**config.mk**
```make
export PLATFORM = sky130hd
export DESIGN_NAME = writeback_regfile
export DESIGN_NICKNAME = d
export VERILOG_FILES = /design/src/rtl/writeback_regfile_pkg.sv /design/src/rtl/writeback_regfile_result_mux.sv /design/src/rtl/writeback_regfile.sv
export SDC_FILE = /design/constraint.sdc
export NUM_CORES = 2
export LEC_CHECK = 0
export CAP_MARGIN = 20
export CORE_MARGIN = 1.5
export CORE_UTILIZATION = 35
export CTS_CLUSTER_SIZE = 10
export DETAILED_ROUTE_END_ITERATION = 12
export PLACE_DENSITY = 0.53
export SLEW_MARGIN = 0
export SYNTH_ARGS = -nofsm -noshare
export SYNTH_HDL_FRONTEND = slang
export SYNTH_HIERARCHICAL = 1
export SYNTH_SLANG_ARGS = --single-unit
```
**constraint.sdc**
```tcl
create_clock -name clk -period 81.7 [get_ports clk]
set_input_delay 16.34 -clock clk [delete_from_list [all_inputs] [get_ports clk]]
set_output_delay 16.34 -clock clk [all_outputs]
set_load 0.05 [all_outputs]
```
**src/rtl/writeback_regfile_pkg.sv**
```systemverilog
// Shared pipeline definitions: result-select encoding and architectural register indices.
package writeback_regfile_pkg;

    typedef enum logic [1:0] {
        RES_ALU = 2'b00,
        RES_MEM = 2'b01,
        RES_PC4 = 2'b10,
        RES_RSV = 2'b11
    } res_src_e;

    localparam int unsigned REG_ZERO     = 0;
    localparam int unsigned REG_A0       = 10;
    localparam int unsigned RETIRE_WIDTH = 32;

endpackage

```
**src/rtl/writeback_regfile_result_mux.sv**
```systemverilog
// Writeback result select; also reused by forwarding logic as the EX bypass source.
module result_mux
    import writeback_regfile_pkg::*;
#(
    parameter int unsigned WIDTH = 32
) (
    input  logic [WIDTH-1:0] alu_result,
    input  logic [WIDTH-1:0] read_data,
    input  logic [WIDTH-1:0] pc_plus4,
    input  res_src_e         result_src,
    output logic [WIDTH-1:0] result_c
);

    // Reserved encoding yields zero so a stray select can never leak stale data.
    always_comb begin
        result_c = '0;
        case (result_src)
            RES_ALU: result_c = alu_result;
            RES_MEM: result_c = read_data;
            RES_PC4: result_c = pc_plus4;
            default: result_c = '0;
        endcase
    end

endmodule

```
**src/rtl/writeback_regfile.sv**
```systemverilog
// Writeback stage plus architectural register file with write-through reads and retire counter.
module writeback_regfile
    import writeback_regfile_pkg::*;
#(
    parameter int unsigned DATA_WIDTH    = 32,
    parameter int unsigned ADDRESS_WIDTH = 5
) (
    input  logic                     clk,
    input  logic                     rst,
    input  logic [DATA_WIDTH-1:0]    ALUResultW,
    input  logic [DATA_WIDTH-1:0]    ReadDataW,
    input  logic [DATA_WIDTH-1:0]    PCPlus4W,
    input  logic [ADDRESS_WIDTH-1:0] RdW,
    input  logic                     RegWriteW,
    input  logic [1:0]               ResultSrcW,
    input  logic                     ValidW,
    input  logic [ADDRESS_WIDTH-1:0] A1,
    input  logic [ADDRESS_WIDTH-1:0] A2,
    output logic [DATA_WIDTH-1:0]    RD1,
    output logic [DATA_WIDTH-1:0]    RD2,
    output logic [DATA_WIDTH-1:0]    ResultW,
    output logic [DATA_WIDTH-1:0]    a0,
    output logic [RETIRE_WIDTH-1:0]  RetireCount
);

    localparam int unsigned NUM_REGS = 1 << ADDRESS_WIDTH;

    logic [DATA_WIDTH-1:0]   regs [NUM_REGS];
    logic [RETIRE_WIDTH-1:0] retire_q;
    logic                    wr_en_c;

    result_mux #(
        .WIDTH (DATA_WIDTH)
    ) u_result_mux (
        .alu_result (ALUResultW),
        .read_data  (ReadDataW),
        .pc_plus4   (PCPlus4W),
        .result_src (res_src_e'(ResultSrcW)),
        .result_c   (ResultW)
    );

    assign wr_en_c = RegWriteW && ValidW && (RdW != ADDRESS_WIDTH'(REG_ZERO));

    // Register array and retire counter; reset clears everything and drops a coincident write.
    always_ff @(posedge clk or posedge rst) begin
        if (rst) begin
            for (int unsigned i = 0; i < NUM_REGS; i++) begin
                regs[i] <= '0;
            end
            retire_q <= '0;
        end else begin
            if (wr_en_c) begin
                regs[RdW] <= ResultW;
            end
            if (ValidW) begin
                retire_q <= retire_q + RETIRE_WIDTH'(1);
            end
        end
    end

    // Read port 1: x0 and reset force zero, otherwise a pending write is bypassed to decode.
    always_comb begin
        RD1 = regs[A1];
        if (rst || (A1 == ADDRESS_WIDTH'(REG_ZERO))) begin
            RD1 = '0;
        end else if (wr_en_c && (RdW == A1)) begin
            RD1 = ResultW;
        end
    end

    // Read port 2 mirrors port 1 so equal indices always return equal data.
    always_comb begin
        RD2 = regs[A2];
        if (rst || (A2 == ADDRESS_WIDTH'(REG_ZERO))) begin
            RD2 = '0;
        end else if (wr_en_c && (RdW == A2)) begin
            RD2 = ResultW;
        end
    end

    // Debug view of x10 shows committed state only, never the bypass.
    assign a0          = regs[ADDRESS_WIDTH'(REG_A0)];
    assign RetireCount = retire_q;

endmodule

```
After elaboration in Yosys (flattened, before gate mapping)
Cells that the tools add are included.
{"block": "op_classes", "order_cmp": 4, "addsub": 1, "mux": 14, "bitwise": 3, "eq_ne": 4, "reduce_logical": 11}
{"operator": "bitwise mux 1024 bit", "count": 1}
{"operator": "binary-select mux 32 bit (select 5 bit)", "count": 2}
{"operator": "two-way mux 32 bit", "count": 9}
{"operator": "demux 32 bit (select 5 bit)", "count": 1}
{"operator": "case mux 32 bit (3 select lines)", "count": 1}
{"operator": "adder 32 x 1 -> 32 bit (second input constant)", "count": 1}
{"operator": ">= comparator 6 bit (second input constant)", "count": 3}
{"operator": "inverter 5 -> 6 bit", "count": 3}
{"operator": "== test 5 bit", "count": 2}
{"operator": "logical NOT 5 bit", "count": 2}
{"operator": "less-than comparator 6 x 1 -> 1 bit (second input constant)", "count": 1}
{"operator": "logical AND 1 bit", "count": 5}
{"operator": "nonzero test 5 bit", "count": 1}
{"operator": "== test 2 x 1 -> 1 bit (second input constant)", "count": 1}
{"operator": "== test 2 bit (second input constant)", "count": 1}
{"operator": "logical NOT 2 bit", "count": 1}
{"operator": "logical OR 1 bit", "count": 2}
{"block": "totals", "wordCells": 70, "out_inout_bits": 160, "reg_bits": 1056, "inputBits": 117}

Logic depth before layout (Yosys ltp)
{"block": "logic_depth", "word_depth": 6, "ltp_mapped": 9, "mapped_depth_nobuf": 5}

Modules after synthesis
The synthesis kept the hierarchy.
{"module": "writeback_regfile", "seq_area_each_um2": 26425.3, "area_each_um2": 55474.5, "cells_each": 3609, "n_inst": 1}
{"module": "result_mux", "seq_area_each_um2": 0.0, "area_each_um2": 787.0, "cells_each": 77, "n_inst": 1}

Worst setup path before layout
OpenSTA, ideal clock, no wires.
{"block": "synth_path", "path_kind": "input to output", "startpoint": "in rst", "endpoint": "out RD2[11]", "arrival_time_ns": 41.361, "n_path_buf": 1, "path_stages": 5, "slack_ns": 23.999, "required_time_ns": 65.360, "cell_sequence": "inv_1 -> o31ai_1 -> nor2_1 -> buf_2 -> a32o_1"}
{"block": "synth_via", "elab_chain_len": 2}
{"item": "from (decl)", "line": "writeback_regfile.sv:9", "text": "input logic rst,"}
{"item": "logical OR 1 bit", "line": "writeback_regfile.sv:74", "text": "if (rst || (A2 == ADDRESS_WIDTH'(REG_ZERO))) begin"}
{"item": "two-way mux 32 bit", "line": "writeback_regfile.sv:74"}
{"item": "to (decl)", "line": "writeback_regfile.sv:20", "text": "output logic [DATA_WIDTH-1:0] RD2,"}
Every way passes these cells.

Worst setup path after layout
{"block": "layout_path", "startpoint": "in A2[1]", "endpoint": "out RD2[7]"}
{"block": "layout_via", "elab_chain_len": 6, "elab_cells_between_ends": 10, "cone_classes": "eq/ne: 1; mux: 5; bitwise: 1; reduce/logical: 3"}
{"item": "from (decl)", "line": "writeback_regfile.sv:18", "text": "input logic [ADDRESS_WIDTH-1:0] A2,"}
{"item": "inverter 5 -> 6 bit (implied by the code)", "line": "writeback_regfile.sv:73", "text": "RD2 = regs[A2];"}
{"item": "binary-select mux 32 bit (select 5 bit)", "line": "writeback_regfile.sv:73"}
{"item": "two-way mux 32 bit (implied by the code) (2 in series)", "line": "writeback_regfile.sv:73"}
{"item": "two-way mux 32 bit", "line": "writeback_regfile.sv:76", "text": "end else if (wr_en_c && (RdW == A2)) begin"}
{"item": "two-way mux 32 bit *", "line": "writeback_regfile.sv:74"}
Mark *: on every way between the ends. The rest lies on a longest branch, timed or not. The select of a mux whose other input is x is not followed.

==> flow_metrics.env <==
export IMPL_outcome="finished, final reports clean"
export IMPL_die_h_um=404
export IMPL_avgSynthCellArea_sq_um=15.3
export IMPL_hold_start="regs[1010]$_DFFE_PP0P_"
export IMPL_clock_sinks=1056
export IMPL_clock_latency_ns=0.73
export IMPL_r2r_end="RetireCount[26]$_DFFE_PP0P_"
export IMPL_grt_overflow_total=0
export IMPL_setup_violations=0
export IMPL_synth_common_cells="1056 x dfrtp_1, 1002 x mux2_2, 524 x mux4_2"
export IMPL_ys_seq_area_share_pct=47.0
export IMPL_areaGrowthSynthToFinish_pct=14.4
export IMPL_syn_nets=3804
export IMPL_place_congestion=0.815
export IMPL_path_class="input pin to primary output"
export IMPL_antenna_found_initial=7
export IMPL_fin_crit_ns=37.13
export IMPL_antenna_left=0
export IMPL_n_fill_cell=14700
export IMPL_grt_pass1_vias=36800
export IMPL_total_leakage_power_nw=28.0
export IMPL_post_cts_setup_buffer_count=0
export IMPL_critPathLaunchType="input pin"
export IMPL_stdcell_area_sq_um=64400
export IMPL_wl_per_cell_um=33.3
export IMPL_finalClockSkew_ns=0.00501
export IMPL_grt_first_pass_wirelength_um=281000
export IMPL_dpl_cell_area_sq_um=60900
export IMPL_ys_types=49
export IMPL_netlist_area_sq_um=56300
export IMPL_yosysWarnings=6
export IMPL_crit_buf_inv=4
export IMPL_crit_chain="buf_8, buf_12, buf_4, mux4_2, o22ai_1, nor4_1, a22o_1, clkdlybuf4s50_1"
export IMPL_synth_edf_count=0
export IMPL_drtIter0Drc=3360
export IMPL_peakVddDrop_mv=0.0187
export IMPL_drc=0
export IMPL_grt_busiest_layer="met2"
export IMPL_slew_headroom_pct=24.7
export IMPL_yosysMostFrequentCell="dfrtp_1"
export IMPL_use_met1_pct=33.9
export IMPL_worstHoldPathCells=0
export IMPL_hold_violations=0
export IMPL_use_met2_pct=37.7
export IMPL_r2r_start="RetireCount[14]$_DFFE_PP0P_"
export IMPL_rsz0062_at_grt="no"
export IMPL_synthTopCellsByArea="dfrtp_1 47%, mux4_2 21%, mux2_2 20%, clkbuf_1 1.7%, mux2i_1 1.4%"
export IMPL_core_sq_um=159000
export IMPL_path_clk_slew_ns=0.06
export IMPL_io_buffers=276
export IMPL_dieArea_sq_um=163000
export IMPL_numCtsBuffers=120
export IMPL_setup_slack_ns=44.57
export IMPL_drtPass1Iterations=5
export IMPL_ys_flop_type="dfrtp_1"
export IMPL_worst_slew_pin_slew_ns=1.13
export IMPL_switching_power_uw=391
export IMPL_rrSetupSlack_ns=79.62
export IMPL_cts_root_buf="clkbuf_16"
export IMPL_ctsResizeCount=0
export IMPL_ctsHoldBuffers=0
export IMPL_p_comb_share_pct=18.7
export IMPL_pwr_share_seq_pct=45.2
export IMPL_syn_instance_count=3686
export IMPL_die_width_um=404
export IMPL_synth_ff_latch_count=1056
export IMPL_synth_top_area_share_pct=47.0
export IMPL_finalMaxSlewViolations=0
export IMPL_pwr_share_clk_pct=36.1
export IMPL_path_depth=8
export IMPL_cp_arrival_ns=20.79
export IMPL_slowest_delay_ns=0.84
export IMPL_cp_endpoint="RD2[7]"
export IMPL_power_density_nw_per_um2=21.4
export IMPL_grt_usage_pct=23.9
export IMPL_io_pins=277
export IMPL_crit_fanout=112
export IMPL_met3_usage_pct=3.93
export IMPL_required_ns=65.36
export IMPL_p_int_uw=988
export IMPL_yosysTopAreaCell="dfrtp_1"
export IMPL_final_period_utilization_pct=45.4
export IMPL_setup_worst_path_start="A2[1]"
export IMPL_drive_above_1_share_pct=49.6
export IMPL_multi_input_area_sq_um=28100
export IMPL_power_mw=1.38
export IMPL_cts_buffer_depth=3
export IMPL_grt_max_degree=175
export IMPL_critical_path_slowest_cell="nor4_1"
export IMPL_cts_tree="done"
export IMPL_ys_async_sr_fraction_pct=100
export IMPL_max_cap_violations=0
export IMPL_dp_worst_setup_slack_ns=44.40
export IMPL_regArea_sq_um=26400
export IMPL_rows=146
export IMPL_initial_utilization_pct=35.4
export IMPL_finalNetCount=3862
export IMPL_reg2reg_depth=5
export IMPL_crit_family="buffers and inverters"
export IMPL_crit_path_end_kind="primary output"
export IMPL_fin_tns_setup_ns=0
export IMPL_wl_um=195000
export IMPL_hp_class="register to register"
export IMPL_dp_hpwl_um=116000
export IMPL_max_freq_ghz=0.0269
export IMPL_num_vias=36000
export IMPL_swShare_pct=28.4
export IMPL_vias_per_cell=6.14
export IMPL_htreeDepth=3
cell families after synthesis:
logic type | share of synthesized area, %
muxes | 42.4
xor gates and xnor gates | 0.638
buffers and inverters | 3.79
and+or+nand+nor | 1.62
adders and majority gates | 0.0222
DFF | 47.0
AOI/OAI and AO/OA | 4.56
worst min-delay path by stage:
stage,to,slack (ns)
finish,regs[1010]$_DFFE_PP0P_,0.39
global route,regs[999]$_DFFE_PP0P_,0.41
CTS,regs[999]$_DFFE_PP0P_,0.40
detailed placement,regs[995]$_DFFE_PP0P_,0.38
global placement,regs[1009]$_DFFE_PP0P_,0.38
floorplan,regs[1000]$_DFFE_PP0P_,0.44
layer usage:
metal / up-vias / part of all wire (%)
li1: 14500 / -
met1: 19800 / 44
met2: 1378 / 47
met3: 275 / 6.3
met4: 0 / 3.0
met5: - / 0
stage by stage:
stage | hold WS [ns] | utilization (%) | cells
after floorplan | 0.441 | - | 3686
after global placement | 0.377 | 38.3 | 5693
after detailed placement | 0.383 | 38.3 | 5693
after CTS | 0.397 | 40.5 | 5858
after global routing | 0.409 | 40.5 | 5859
final | 0.392 | 40.5 | 5861
placed cells by master, fill, tap and decap left out, types with 20 or more instances in the layout:
master	synthesis	layout
a22o_1	20	20
a22oi_1	71	71
clkbuf_16	0	125
o22ai_1	92	92
o2bb2ai_2	10	27
nand3_1	23	22
buf_4	52	119
a21oi_1	43	43
clkdlybuf4s50_1	0	266
nor4_1	24	23
mux2i_1	77	77
mux2_2	1002	1002
nand2_1	46	31
dfrtp_1	1056	1056
xnor2_1	28	28
mux4_2	524	524
clkbuf_1	250	25
a221o_1	31	31
power by group through the flow:
stage	Clock, mW	Combinational, mW	Sequential (mW)
after floorplan	0	0.184	0.623
after global placement	0	0.256	0.630
after detailed placement	0	0.259	0.632
after CTS	0.507	0.260	0.623
after global routing	0.528	0.273	0.631
final	0.498	0.258	0.624
final cells by class:
cell class | count | area share [%]
multi-input combinational | 2162 | 43.7
sequential | 1056 | 41.1
timing repair buffer | 398 | 5.84
clock buffer | 160 | 5.22
tap | 2072 | 4.03
clock inverter | 5 | 0.0506
inverter | 6 | 0.0467
antenna | 2 | 0.00778
registers in the layout, summed over array words and instances (netlist names):
register / count
regs: 992
RetireCount: 32
a0: 32
Note: power is estimated with default switching activity, not from simulation.
